==> config.mk <==
export PLATFORM = sky130hd
export DESIGN_NAME = imem_loader
export DESIGN_NICKNAME = d
export VERILOG_FILES = /design/src/rtl/imem_loader_pkg.sv /design/src/rtl/imem_word_packer.sv /design/src/rtl/imem_loader.sv
export SDC_FILE = /design/constraint.sdc
export NUM_CORES = 1
export LEC_CHECK = 0
export CAP_MARGIN = 20
export CORE_UTILIZATION = 50
export CTS_CLUSTER_DIAMETER = 50
export DETAILED_ROUTE_END_ITERATION = 8
export PLACE_DENSITY = 0.75
export SYNTH_ARGS = -nofsm -noshare
export SYNTH_HDL_FRONTEND = slang
export SYNTH_HIERARCHICAL = 1
export SYNTH_SLANG_ARGS = --single-unit
==> constraint.sdc <==
create_clock -name clk -period 3.6 [get_ports clk]
set_input_delay 0.72 -clock clk [delete_from_list [all_inputs] [get_ports clk]]
set_output_delay 0.72 -clock clk [all_outputs]
set_load 0.02 [all_outputs]
==> src/rtl/imem_loader_pkg.sv <==
// Shared types for the instruction-memory loader: FSM state encoding and frame field widths.
// Pure declarations; no timing or flow control of its own.
package imem_loader_pkg;

  localparam int LEN_WIDTH = 16;

  typedef enum logic [2:0] {
    IDLE,
    LEN_LO,
    LEN_HI,
    DATA,
    CSUM,
    DONE,
    ERROR
  } state_t;

  // True while a frame is being received; drives both byte_ready and busy.
  function automatic logic is_loading(input state_t s);
    return (s == LEN_LO) || (s == LEN_HI) || (s == DATA) || (s == CSUM);
  endfunction

endpackage

==> src/rtl/imem_word_packer.sv <==
// Packs 4 little-endian bytes into a 32-bit word; word_valid pulses combinationally on the 4th byte.
// Zero latency to the word; never stalls, byte_en is the upstream handshake already qualified.
module imem_word_packer (
  input  logic        clk,
  input  logic        rst_n,
  input  logic        clear,
  input  logic        byte_en,
  input  logic [7:0]  byte_data,
  output logic        word_valid,
  output logic [31:0] word
);

  logic [1:0]  lane;
  logic [23:0] shift;

  always_ff @(posedge clk) begin
    if (!rst_n || clear) begin
      lane  <= 2'd0;
      shift <= 24'd0;
    end else if (byte_en) begin
      lane  <= lane + 2'd1;
      shift <= {byte_data, shift[23:8]};
    end
  end

  // After three shifts the earliest byte sits in shift[7:0], so the 4th byte completes the word on top.
  assign word_valid = byte_en && (lane == 2'd3);
  assign word       = {byte_data, shift};

endmodule

==> src/rtl/imem_loader.sv <==
// Boot-link frame receiver writing little-endian words to instruction memory at 0,4,8,...
// Writes issue one cycle after the word's last byte; byte_ready depends only on state, never stalls on writes.
module imem_loader
  import imem_loader_pkg::*;
#(
  parameter int ADDR_WIDTH  = 32,
  parameter int DEPTH_WORDS = 256
) (
  input  logic                  clk,
  input  logic                  rst_n,
  input  logic                  start,
  input  logic                  byte_valid,
  input  logic [7:0]            byte_data,
  output logic                  byte_ready,
  output logic                  mem_we,
  output logic [ADDR_WIDTH-1:0] mem_addr,
  output logic [31:0]           mem_wdata,
  output logic                  busy,
  output logic                  cpu_hold,
  output logic                  done,
  output logic                  error
);

  localparam int IDX_WIDTH = $clog2(DEPTH_WORDS + 1);

  state_t                 state, state_nxt;
  logic [LEN_WIDTH-1:0]   len;
  logic [LEN_WIDTH-1:0]   len_full;
  logic [IDX_WIDTH-1:0]   word_idx;
  logic [7:0]             csum;
  logic                   hs, load_start, pack_en, last_word;
  logic                   word_valid;
  logic [31:0]            word;

  assign byte_ready = is_loading(state);
  assign busy       = is_loading(state);
  assign cpu_hold   = busy;
  assign done       = (state == DONE);
  assign error      = (state == ERROR);

  assign hs         = byte_valid && byte_ready;
  assign load_start = start && ((state == IDLE) || (state == DONE) || (state == ERROR));
  assign pack_en    = hs && (state == DATA);
  assign len_full   = {byte_data, len[7:0]};
  assign last_word  = (LEN_WIDTH'(word_idx) + LEN_WIDTH'(1)) == len;

  imem_word_packer u_packer (
    .clk        (clk),
    .rst_n      (rst_n),
    .clear      (load_start),
    .byte_en    (pack_en),
    .byte_data  (byte_data),
    .word_valid (word_valid),
    .word       (word)
  );

  always_ff @(posedge clk) begin
    if (!rst_n) state <= IDLE;
    else        state <= state_nxt;
  end

  always_comb begin
    state_nxt = state;
    case (state)
      IDLE, DONE, ERROR: if (start) state_nxt = LEN_LO;
      LEN_LO:            if (hs) state_nxt = LEN_HI;
      LEN_HI: begin
        if (hs) begin
          if (len_full > LEN_WIDTH'(DEPTH_WORDS)) state_nxt = ERROR;
          else if (len_full == '0)                state_nxt = CSUM;
          else                                    state_nxt = DATA;
        end
      end
      DATA:              if (word_valid && last_word) state_nxt = CSUM;
      CSUM:              if (hs) state_nxt = (byte_data == csum) ? DONE : ERROR;
      default:           state_nxt = IDLE;
    endcase
  end

  always_ff @(posedge clk) begin
    if (!rst_n) begin
      len       <= '0;
      word_idx  <= '0;
      csum      <= 8'd0;
      mem_we    <= 1'b0;
      mem_addr  <= '0;
      mem_wdata <= 32'd0;
    end else begin
      mem_we <= word_valid;
      if (load_start) begin
        word_idx <= '0;
        csum     <= 8'd0;
      end
      if (hs && (state == LEN_LO)) len[7:0]           <= byte_data;
      if (hs && (state == LEN_HI)) len[LEN_WIDTH-1:8] <= byte_data;
      if (pack_en) csum <= csum ^ byte_data;
      // Address and data only move on a write, so they hold between strobes.
      if (word_valid) begin
        mem_addr  <= ADDR_WIDTH'({word_idx, 2'b00});
        mem_wdata <= word;
        word_idx  <= word_idx + 1'b1;
      end
    end
  end

endmodule

# After elaboration in Yosys (flattened, before gate mapping)
# Cells that the tools add are included.
# totals
out_inout_bits,70
elab_cells,62
inputBits,12
regBits,104
# classes
bitwise,1
eq_ne,14
muxes,13
n_reduce_logical,20
order_cmp,1
n_addsub,3
# op_table
op,count
$mux W3,7
$mux W9,2
$eq A10 B16 Y1,1
$gt A16 B9 Y1 const B,1
$logic_not A16 Y1,1
$mux W8,2
$pmux W3 S5,1
$add A9 B1 Y10 const B,1
$add A9 B1 Y9 const B,1
$eq A3 B3 Y1 const B,3
$eq A8 B8 Y1,1
$ne A2 B2 Y1 const B,4
$xor A8 B8 Y8,1
$logic_and A1 B1 Y1,7
$eq A3 B2 Y1 const B,2
$logic_or A1 B1 Y1,6
$reduce_and A5 Y1,1
$reduce_bool A2 Y1,2
$eq A3 B1 Y1 const B,1
$logic_not A3 Y1,1
$reduce_or A3 Y1,1
$add A2 B1 Y2 const B,1
$eq A2 B2 Y1 const B,1
$mux W2,1
other kinds (2),2

# Depth between registers and ports, before layout
# logic_depth
word_depth,10
mapped_depth,13
mapped_depth_nobuf,9

# By module
# Netlist, hierarchy kept.
# by_module_without_submodules
mod,cells_per_inst,area_per_inst_um2,instances,seq_area_each_um2
imem_loader,437,3792.4,1,1561.5
imem_word_packer,95,1047.3,1,520.5

# Worst setup path after synthesis
# OpenSTA, ideal clock, no wires.
# synth_timing
kind,input to register
startpoint,input port byte_valid
endpoint,register state[1]
path_slack_ps,329
arrival_time_ps,3152
cell_stages,12
path_cell_list,nor2b_1 > nand3_1 > clkinv_1 > buf_6 > buf_12 > and2_1 > clkbuf_1 > o2111ai_1 > or4b_1 > nor4_1 > a21oi_1 > o221a_2
# synth_between
elab_chain_len,6
elab_cells_between_ends,9
classes_between,eq/ne: 4; reduce/logical: 5
# synth_lines
element,line,text
"start, declared",imem_loader.sv:12,"input logic byte_valid,"
$logic_and A1 B1 Y1,imem_loader.sv:41,assign hs = byte_valid && byte_ready;
$logic_and A1 B1 Y1,imem_loader.sv:43,assign pack_en = hs && (state == DATA);
net pack_en,imem_loader.sv:31,"logic hs, load_start, pack_en, last_word;"
$logic_and A1 B1 Y1,imem_word_packer.sv:27,assign word_valid = byte_en && (lane == 2'd3);
net word_valid,imem_loader.sv:32,logic word_valid;
$logic_and A1 B1 Y1,imem_loader.sv:74,DATA: if (word_valid && last_word) state_nxt = CSUM;
$ne A2 B1 Y1 (no source line),-,
$reduce_and A5 Y1 (no source line),-,
"end signal, assigned",imem_loader.sv:59,else state <= state_nxt;
"end, declared",imem_loader.sv:26,"state_t state, state_nxt;"
# The timed path passes the listed nets, and every way through them passes these cells.
# A chain may end at the register's enable or synchronous reset.

# Worst setup path after layout
# Ends and elaborated chain as after synthesis.

==> metrics <==
result of the run=finished clean; Critical Path Slowest Stage Cell=sky130_fd_sc_hd__clkdlybuf4s50_1; DPL Wire Length=6550 um; remaining max-slew budget at the tightest pin=44.2%; count of unresolved DRC violations after routing=0; Slowest Stage Delay on Critical Path=0.55 ns; buffers inserted during post-CTS setup optimization=0; Total Die Area=10100 um^2; leading cell type by number of instances after synthesis=sky130_fd_sc_hd__dfxtp_1; total of cells resized after clock tree synthesis=0; Post-synth EDFFs=0; first-pass GRT wire length=16200 um; count of placed standard cells including taps=677; routed len/inst=14.2 um; Layout Skew=0.0133 ns; vias in the first global route=3206; number of DRC markers in iteration 0=273; Post-Route Setup TNS=0 ns; leading area contributor after synthesis=sky130_fd_sc_hd__dfxtp_1; Clk Tree Root Cell=sky130_fd_sc_hd__clkbuf_8; number of nets still failing antenna checks after routing=0; YS warnings=6; core area=9330 um^2; timing-limited maximum frequency=329 MHz; Synth area leaders=sky130_fd_sc_hd__dfxtp_1, sky130_fd_sc_hd__mux2i_1, sky130_fd_sc_hd__nor2_1, sky130_fd_sc_hd__buf_4, sky130_fd_sc_hd__xnor2_1; fraction of synthesized cell area taken by the top area cell type=43.0%; row count=35; Main synth FF type=sky130_fd_sc_hd__dfxtp_1; Starting Density=51.9%; synthesized netlist cell count=532; final setup violation count=0; standby leakage power=1.82 nW; vias per cell=5.26; Mapped Area=4840 um^2; number of antenna violations at the first check in global routing=0; Die Y-Extent=100 um; Max VDD drop=0.275 mV; GR Overflow Total=0; synth unique cells=52; 1st-pass router iterations=4; unrepaired setup endpoints after global routing=no; CTS tree=built; count of buffers from port buffering=58; Max Transition Viols Final=0; Cell Chain, Critical Path=clkdlybuf4s50_1 -> nor2b_1 -> nand3_1 -> clkinv_1 -> and2_2 -> o2111ai_1 -> or4b_1 -> nor4_1 -> a21oi_1 -> o221a_2; type of element launching the critical path=input pin; share of the clock period used by the worst path=84.4%; type of the worst min-delay path=flop to flop; clock sink count=104; share of post-route cells with drive strength above 1=4.46%; number of vias after detailed routing=3629; type of the worst setup path=input pin to flop; total wire length after detailed routing=9830 um; layout net count=573; Data required, critical path=3.85 ns; Cell Count, Final, Fillers Out=690; Worst setup EP type=flop; I/O pin count=82; number of buffers between clock root and the deepest sink=2; post-layout power=0.00247 W; data arrival time at the worst-slack endpoint=3.29 ns; number of buffers created by CTS=9; minimum clock period=3.04 ns; slew at the pin with the worst max-slew slack=0.831 ns; P per Cell Area=456 nW/um^2; die boundary width=100 um; most frequent cells after synthesis=sky130_fd_sc_hd__dfxtp_1, sky130_fd_sc_hd__nor2_1, sky130_fd_sc_hd__mux2i_1; sequential fraction of the synthesis area=43.0%; clk slew on worst S/H paths=0.09 ns; number of register bits inferred by synthesis=104; largest fanout on the critical path=6; clock latency on the worst-skew pair=0.36 ns; largest net degree at the start of global routing=59; Top delay family on crit path=simple AND/OR/NAND/NOR gates; count of buffer and inverter cells on the critical path=2; MaxCap Viol Count=0; placer's final routability congestion estimate=0.877; global-route usage over all layers=20.4%; Antenna Cells=0; Synth async-reset ratio=0%; H-tree depth=3; mean post-synth cell area=9.10 um^2; Hold Fails Final Rpt=0; number of hold buffers added after CTS=0; synth-to-layout area growth=12.3%
final cells by class:
| class | count | area [um^2] |
|---|---|---|
| flip-flops and latches | 104 | 2080 |
| well taps | 129 | 161 |
| fillers | 838 | 3890 |
| multi-input cells | 375 | 2360 |
| clock buffers | 9 | 124 |
| clock inverters | 4 | 48.8 |
| repair buffers | 63 | 631 |
| inverters | 6 | 22.5 |
cell usage in the layout (no fill, tap or decap), types with 3 or more instances in the layout:
cell	n
sky130_fd_sc_hd__mux2i_1	76
sky130_fd_sc_hd__conb_1	23
sky130_fd_sc_hd__a21oi_1	28
sky130_fd_sc_hd__nor2_1	94
sky130_fd_sc_hd__dfxtp_1	104
sky130_fd_sc_hd__xnor2_1	19
sky130_fd_sc_hd__clkdlybuf4s50_1	58
sky130_fd_sc_hd__xor2_1	6
sky130_fd_sc_hd__nor3_1	3
sky130_fd_sc_hd__clkbuf_8	9
sky130_fd_sc_hd__nand3_1	10
sky130_fd_sc_hd__nand3b_1	14
sky130_fd_sc_hd__inv_1	4
sky130_fd_sc_hd__o21ai_0	14
sky130_fd_sc_hd__nor2b_1	6
sky130_fd_sc_hd__nand2b_1	7
sky130_fd_sc_hd__nand4_1	5
sky130_fd_sc_hd__nand2_1	28
sky130_fd_sc_hd__or4_1	4
sky130_fd_sc_hd__a31oi_1	3
sky130_fd_sc_hd__buf_4	4
state kept, by name (all words and copies together) (netlist names):
name,cells
mem_we,1
csum,8
len,16
state,3
mem_wdata,32
mem_addr,9
word_idx,9
u_packer/lane,2
u_packer/shift,24
layer usage:
metal | global-route usage (%) | part of all wire [%]
met1 | 27.8 | 47
met2 | 32.1 | 47
met3 | 4.87 | 5.0
met4 | 6.02 | 1.2
met5 | 0 | 0
worst min-delay path: cells and delay by family (launching register included):
family          cells  cell delay (ns)
simple gates        1             0.06
flops               1             0.34
compound gates      1             0.05
final timing paths:
kind         startpoint        to  slack, ns  cells after the start
min reg2reg      len[7]    len[7]       0.49                      2
max          byte_valid  state[1]       0.56                     10
min              len[7]    len[7]       0.49                      2
max reg2reg    state[0]   csum[1]       0.96                      7
stage by stage:
stage	hold WS, ns	util [%]	area [um^2]	worst slack, ns
3_5_place_dp	0.482	56.4	5260	0.236
6_report	0.494	58.2	5430	0.562
4_1_cts	0.494	58.2	5430	0.620
5_1_grt	0.511	58.2	5430	0.462
3_3_place_gp	0.470	56.4	5260	0.365
2_1_floorplan	0.456	-	4920	0.329
logic make-up (layout without fill, tap and decap cells):
family                     after synthesis  count (layout)  synth area share, %
adders and majority gates                2               2                0.517
muxes                                   77              77                 16.0
xor gates and xnor gates                25              25                 4.52
DFF                                    104             104                 43.0
other                                    1              23               0.0775
AOI/OAI and AO/OA                       63              63                 7.89
and+or+nand+nor                        185             185                 18.1
buffers and inverters                   75              82                 9.88
power by group:
group / total, W / internal (W) / switching [W] / leakage (nW)
Combinational: 0.000541 / 0.000216 / 0.000325 / 0.888
Clock: 0.000672 / 0.000309 / 0.000363 / 0.0908
Sequential: 0.00126 / 0.00119 / 0.0000713 / 0.839
Total: 0.00247 / 0.00172 / 0.000759 / 1.82
Note: power is estimated with default switching activity, not from simulation.
==> RTL edit 1, RTL diff (same settings) <==
Change the parameter `ADDR_WIDTH` from 32 to 16.
--- a/src/rtl/imem_loader.sv
+++ b/src/rtl/imem_loader.sv
@@ -3,7 +3,7 @@
 module imem_loader
   import imem_loader_pkg::*;
 #(
-  parameter int ADDR_WIDTH  = 32,
+  parameter int ADDR_WIDTH  = 16,
   parameter int DEPTH_WORDS = 256
 ) (
   input  logic                  clk,
Interface: changed (resized mem_addr); port bits go from 82 to 66. No check against the original RTL was run, so the function may have changed too.
==> RTL edit 1 against the unedited design <==
Power grew 5.9%; critical path depth is the same; sequential cell count is the same; area after synthesis shrank 2.5%; wire length grew 0.91%; setup slack gained 0.097 ns; final cell count shrank 4.6%; utilization grew 0.59 points; highest routed layer unchanged; cell area shrank 0.41%.
==> RTL edit 1: results (changes against the unedited design) <==
Route:
- The via count is 3628 (-0.028%).
- The detailed-routed wire length on met3 is 497 um (+2.1%).
- The met1 layer wirelength in the final routing is 4560 um (-1.6%).
- The iteration count of the initial detailed-routing pass is 7 (+3).
- The iteration-0 DRC count of the detailed router is 340 (+25%).
- The top layer reached by signal wires is met4.
- The detailed-route wire length is 9920 um (+0.91%).
- The amount of wire on met2 after detailed routing is 4600 um (+0.20%).

Synthesis:
- The most used flip-flop cell after synthesis is sky130_fd_sc_hd__dfxtp_1.
- The number of distinct standard cells referenced by the synthesized netlist came to 52 (unchanged).
- In the synthesized netlist, the cells that appear most often are 104 x sky130_fd_sc_hd__dfxtp_1, 94 x sky130_fd_sc_hd__nor2_1, 76 x sky130_fd_sc_hd__mux2i_1.
- The warning count from the yosys run came to 6 (unchanged).
- Ranked by total cell area, the synthesized netlist is headed by sky130_fd_sc_hd__dfxtp_1 44%, sky130_fd_sc_hd__mux2i_1 16%, sky130_fd_sc_hd__nor2_1 7.5%, sky130_fd_sc_hd__xnor2_1 3.5%, sky130_fd_sc_hd__buf_4 3.3%.
- The share of synthesized area occupied by flip-flops and latches is 44.1% (+1.1 points).
- The async set-or-reset flop fraction in the synthesized netlist is 0% (unchanged).

Critical path:
- The setup slack on the worst flop-to-flop path is 1.00 ns (+0.04 ns).
- The worst path arrival time came to 3.20 ns (-0.09 ns).
- The end of the critical path is state[1]$_SDFFE_PN0P_.
- In this run the critical register-to-register path is captured at csum[2]$_SDFFE_PN0P_.
- The slowest stage of the critical path is the sky130_fd_sc_hd__clkdlybuf4s50_1 cell.
- The path depth of the worst reg2reg path is 7 (unchanged).

Power and ir drop:
- The maximum resistive drop on vdd is 0.187 mV (-32%).
- The leakage power summed over all cells was 0.00179 uW (-1.3%).

GRT:
- The global routing usage on met3 was 4.78% (-0.096 points).
- The pin count of the biggest net entering global routing is 59 (unchanged).
- The global-route wire length before repair is 16400 um (+1.2%).
- The total global-route track usage is 20.9% (+0.51 points).
- The routing usage on met2 is 34.4% (+2.3 points).
- The met1 track utilization from global routing came to 26.0% (-1.8 points).
- The number of global-route vias before repair is 3466 (+8.1%).
- The initial antenna violation count is 0 (unchanged).

Finish:
- The largest registers in the layout are mem_wdata x32, u_packer/shift x24, len x16.
- The diode insertion count for antenna repair is 0 (unchanged).
- The proportion of layout cells with a drive suffix above 1 is 4.94% (+0.48 points).
- The final net count is 557 (-2.8%).

Timing:
- The worst setup skew after layout is 0.0108 ns (-0.00248 ns).
- The headroom to the max-slew limit was 43.0% (-1.2 points).
- The minimum hold slack is 0.496 ns (+0.00181 ns).

CTS:
- The buffers inserted during post-CTS setup optimization is 0 (unchanged).
- The clock reaches the later pin of the worst-skew pair after ~0.37 ns.
- The post-cts resize count is 0 (unchanged).
- The H-tree level count is 3 (unchanged).

Status:
- The flow ran to the end, and the final reports show no timing, DRC or antenna violations.

Place:
- The global placer's final weighted congestion is 0.916 (+4.4%).
- The sum of net half-perimeters after detailed placement is 6550 um (+0.13%).

Min path:
- The type of the most critical hold path is reg -> reg.
RTL edit 1: logic make-up (layout without fill, tap and decap cells):
logic type	Yosys count	in the layout	share of synthesized area (%)
simple gates	185	185	18.6
buf+inv	59	84	7.58
other cells	1	7	0.0795
compound gates	63	63	8.09
xor+xnor	25	25	4.64
mux	77	77	16.4
flops	104	104	44.1
fa+ha+maj	2	2	0.530
RTL edit 1: stage by stage:
stage | worst slack (ns) | cells | area [um2] | utilization [%]
2_1_floorplan | 0.329 | 522 | 4740 | -
3_3_place_gp | 0.364 | 643 | 5180 | 56.3
3_5_place_dp | 0.269 | 643 | 5180 | 56.3
4_1_cts | 0.669 | 658 | 5410 | 58.8
5_1_grt | 0.491 | 658 | 5410 | 58.8
6_report | 0.659 | 658 | 5410 | 58.8
RTL edit 1: worst min path at each step:
stage | startpoint | end | depth (start not counted)
2_1_floorplan | len[7]$_SDFFE_PN0P_ | len[7]$_SDFFE_PN0P_ | 2
3_3_place_gp | len[1]$_SDFFE_PN0P_ | len[1]$_SDFFE_PN0P_ | 2
3_5_place_dp | len[0]$_SDFFE_PN0P_ | len[0]$_SDFFE_PN0P_ | 2
4_1_cts | len[3]$_SDFFE_PN0P_ | len[3]$_SDFFE_PN0P_ | 2
5_1_grt | len[0]$_SDFFE_PN0P_ | len[0]$_SDFFE_PN0P_ | 2
6_report | len[3]$_SDFFE_PN0P_ | len[3]$_SDFFE_PN0P_ | 2
RTL edit 1: power by group:
group	switching (uW)	internal, uW	total, uW
Sequential	69.8	1190	1260
Combinational	309	216	526
Clock	378	457	835
RTL edit 1: layout make-up:
cell class,count,area (um2)
flip-flops and latches,104,2080
fillers,824,3790
well taps,111,139
clock buffers,9,124
repair buffers,63,631
inverters,6,22.5
clock inverters,6,109
multi-input cells,359,2300
==> RTL edit 2, RTL diff (config.mk and constraints unchanged) <==
Without the edit above. Encoding of `state_t`: now one-hot (7 bits for 7 states).
--- a/src/rtl/imem_loader_pkg.sv
+++ b/src/rtl/imem_loader_pkg.sv
@@ -4,14 +4,14 @@
 
   localparam int LEN_WIDTH = 16;
 
-  typedef enum logic [2:0] {
-    IDLE,
-    LEN_LO,
-    LEN_HI,
-    DATA,
-    CSUM,
-    DONE,
-    ERROR
+  typedef enum logic [6:0] {
+    IDLE   = 7'b0000001,
+    LEN_LO = 7'b0000010,
+    LEN_HI = 7'b0000100,
+    DATA   = 7'b0001000,
+    CSUM   = 7'b0010000,
+    DONE   = 7'b0100000,
+    ERROR  = 7'b1000000
   } state_t;
 
   // True while a frame is being received; drives both byte_ready and busy.
Formal check against the unedited RTL: no difference found for any inputs over 10 cycles, from zero or initial values and one cycle with rst_n low; not proved beyond that.
==> RTL edit 2 against the unedited design <==
Setup slack gained 0.15 ns; sequential cell count rose by 4; area after synthesis increased by 2.7%; wire length up 2.1%; cell area increased by 3.8%; power fell by 5.8%; non-clock buffer count rose by 4; critical path type is now reg -> out.
==> RTL edit 2: results (changes against the unedited design) <==
Timing:
- The worst setup skew after layout is 0.0134 ns (+0.000109 ns).
- The headroom to the max-slew limit is 44.1% (-0.051 points).
- The minimum hold slack was 0.497 ns (+0.00344 ns).

Finish:
- The proportion of layout cells with a drive suffix above 1 is 6.09% (+1.6 points).
- The final net count is 584 (+1.9%).
- The number of fill cells is 876 (+4.5%).
- The diode insertion count for antenna repair was 0 (unchanged).

GRT:
- The global-route wire length before repair came to 16700 um (+3.2%).
- The total global-route track usage came to 20.6% (+0.24 points).
- The number of global-route vias before repair came to 3486 (+8.7%).
- The initial antenna violation count is 0 (unchanged).

Synthesis:
- The number of distinct standard cells referenced by the synthesized netlist came to 55 (+5.8%).
- The number of flops mapped to enable cells by yosys is 0 (unchanged).
- Sorting the synthesized cells by area gives the leading types as sky130_fd_sc_hd__dfxtp_1 43%, sky130_fd_sc_hd__mux2i_1 17%, sky130_fd_sc_hd__nor2_1 7.8%, sky130_fd_sc_hd__buf_4 5.1%, sky130_fd_sc_hd__xor2_1 2.8%.
- The share of synthesized area occupied by flip-flops and latches was 43.5% (+0.47 points).
- In the synthesized netlist, the cells that appear most often are 108 x sky130_fd_sc_hd__dfxtp_1, 103 x sky130_fd_sc_hd__nor2_1, 83 x sky130_fd_sc_hd__mux2i_1.

Critical path:
- The critical register-to-register path endpoint is state[4]$_SDFFE_PN0P_.
- The maximum single-stage delay on the critical path is 0.61 ns (+0.06 ns).
- The highest net fanout along the worst path came to 9 (+3).
- The setup slack on the worst flop-to-flop path is 0.93 ns (-0.03 ns).
- The startpoint identified for the worst register-to-register timing path is state[1]$_SDFFE_PN0P_.
- The worst-path cell with the longest stage delay is sky130_fd_sc_hd__clkdlybuf4s50_1.
- The path depth of the worst reg2reg path was 11 (+4).
- The worst path arrival time is 2.17 ns (-1.12 ns).

Route:
- The via count is 3697 (+1.9%).
- The detailed-route wire length is 10000 um (+2.1%).
- The iteration-0 DRC count of the detailed router was 132 (-52%).
- The DRC violation count after routing is 0 (unchanged).

CTS:
- The buffers inserted during post-CTS setup optimization came to 0 (unchanged).
- The H-tree level count is 3 (unchanged).
- The clock input transition at the sequential cells of the worst setup and hold paths is around 0.10 ns.
- The number of buffers on the longest clock path is 2 (unchanged).
- In this run the clock root is driven by a sky130_fd_sc_hd__clkbuf_8.
- The number of clock buffers inserted by TritonCTS is 9 (unchanged).
- The clock network latency to the later pin of the worst-skew pair came to 0.38 ns (+0.02 ns).

Power and ir drop:
- The maximum resistive drop on vdd was 0.297 mV (+8.1%).
- The leakage power summed over all cells is 0.00208 uW (+15%).

Place:
- The sum of net half-perimeters after detailed placement is 6790 um (+3.7%).
- The global placer's final weighted congestion is 0.915 (+4.3%).
- The placement-stage cell area was 0.00543 mm2 (+3.2%).

Min path:
- The worst hold path terminates at mem_addr[7]$_SDFFE_PN0P_.
- The worst hold path begins at mem_addr[7]$_SDFFE_PN0P_.

Status:
- The flow ran to the end, and the final reports show no timing, DRC or antenna violations.
RTL edit 2: cell types whose count changed after synthesis, sizes merged, moves of 7 or more:
cell,before,now
xnor2,19,9
mux2i,76,83
nor3b,0,8
nor2,95,104
xor2,6,16
nand3b,14,4
RTL edit 2: power breakdown:
part	leakage, uW	switching (uW)	total, uW	internal (uW)
combinational	0.00111	207	312	105
sequential	0.000870	32.4	1240	1210
clock	0.000102	439	777	338
RTL edit 2: kinds of logic after synthesis:
logic type	count (synthesis)	share of synthesized area [%]
buffers and inverters	75	9.44
other	1	0.0754
AND/OR/NAND/NOR	186	17.9
adder cells (fa/ha/maj)	2	0.503
flip-flops	108	43.5
AO/OA/AOI/OAI	56	7.02
multiplexers	85	17.2
XOR/XNOR	25	4.40
RTL edit 2: metrics by stage:
| stage | power [uW] | setup slack (ns) | cells | util [%] |
|---|---|---|---|---|
| 6_report | 2330 | 0.711 | 708 | 58.2 |
| 5_1_grt | 2430 | 0.538 | 708 | 58.2 |
| 4_1_cts | 2350 | 0.688 | 708 | 58.2 |
| 3_5_place_dp | 1580 | 0.510 | 692 | 56.0 |
| 3_3_place_gp | 1570 | 0.595 | 692 | 56.0 |
| 2_1_floorplan | 1520 | 0.620 | 560 | - |
RTL edit 2: worst max-delay path: cells and delay by family, from the launching register on:
kind / cells / cell delay, ns
buffers and inverters: 2 / 0.74
DFF: 1 / 0.51
and+or+nand+nor: 1 / 0.37
AOI/OAI and AO/OA: 1 / 0.18
RTL edit 2: worst max path at each step:
stage | depth (start not counted) | to | start
floorplan | 15 | state[4]$_SDFFE_PN0P_ | state[2]$_SDFFE_PN0P_
global placement | 11 | state[4]$_SDFFE_PN0P_ | byte_valid
detailed placement | 11 | state[4]$_SDFFE_PN0P_ | byte_valid
CTS | 3 | error | state[1]$_SDFFE_PN0P_
global route | 6 | busy | state[4]$_SDFFE_PN0P_
finish | 4 | cpu_hold | state[1]$_SDFFE_PN0P_
RTL edit 2: per-layer routing:
| layer | part of all wire [%] | GRT usage (%) |
|---|---|---|
| met5 | 0 | 0 |
| met4 | 1.0 | 5.46 |
| met3 | 4.0 | 4.76 |
| met2 | 50 | 36.8 |
| met1 | 45 | 24.8 |
RTL edit 2: layout make-up:
cell class                      count  area share, %
Inverter                            7          0.466
Clock inverter                      6           1.47
Clock buffer                       10           2.26
Sequential cell                   108           38.4
Tap cell                          133           2.95
Multi-Input combinational cell    377           43.0
Timing Repair Buffer               67           11.5
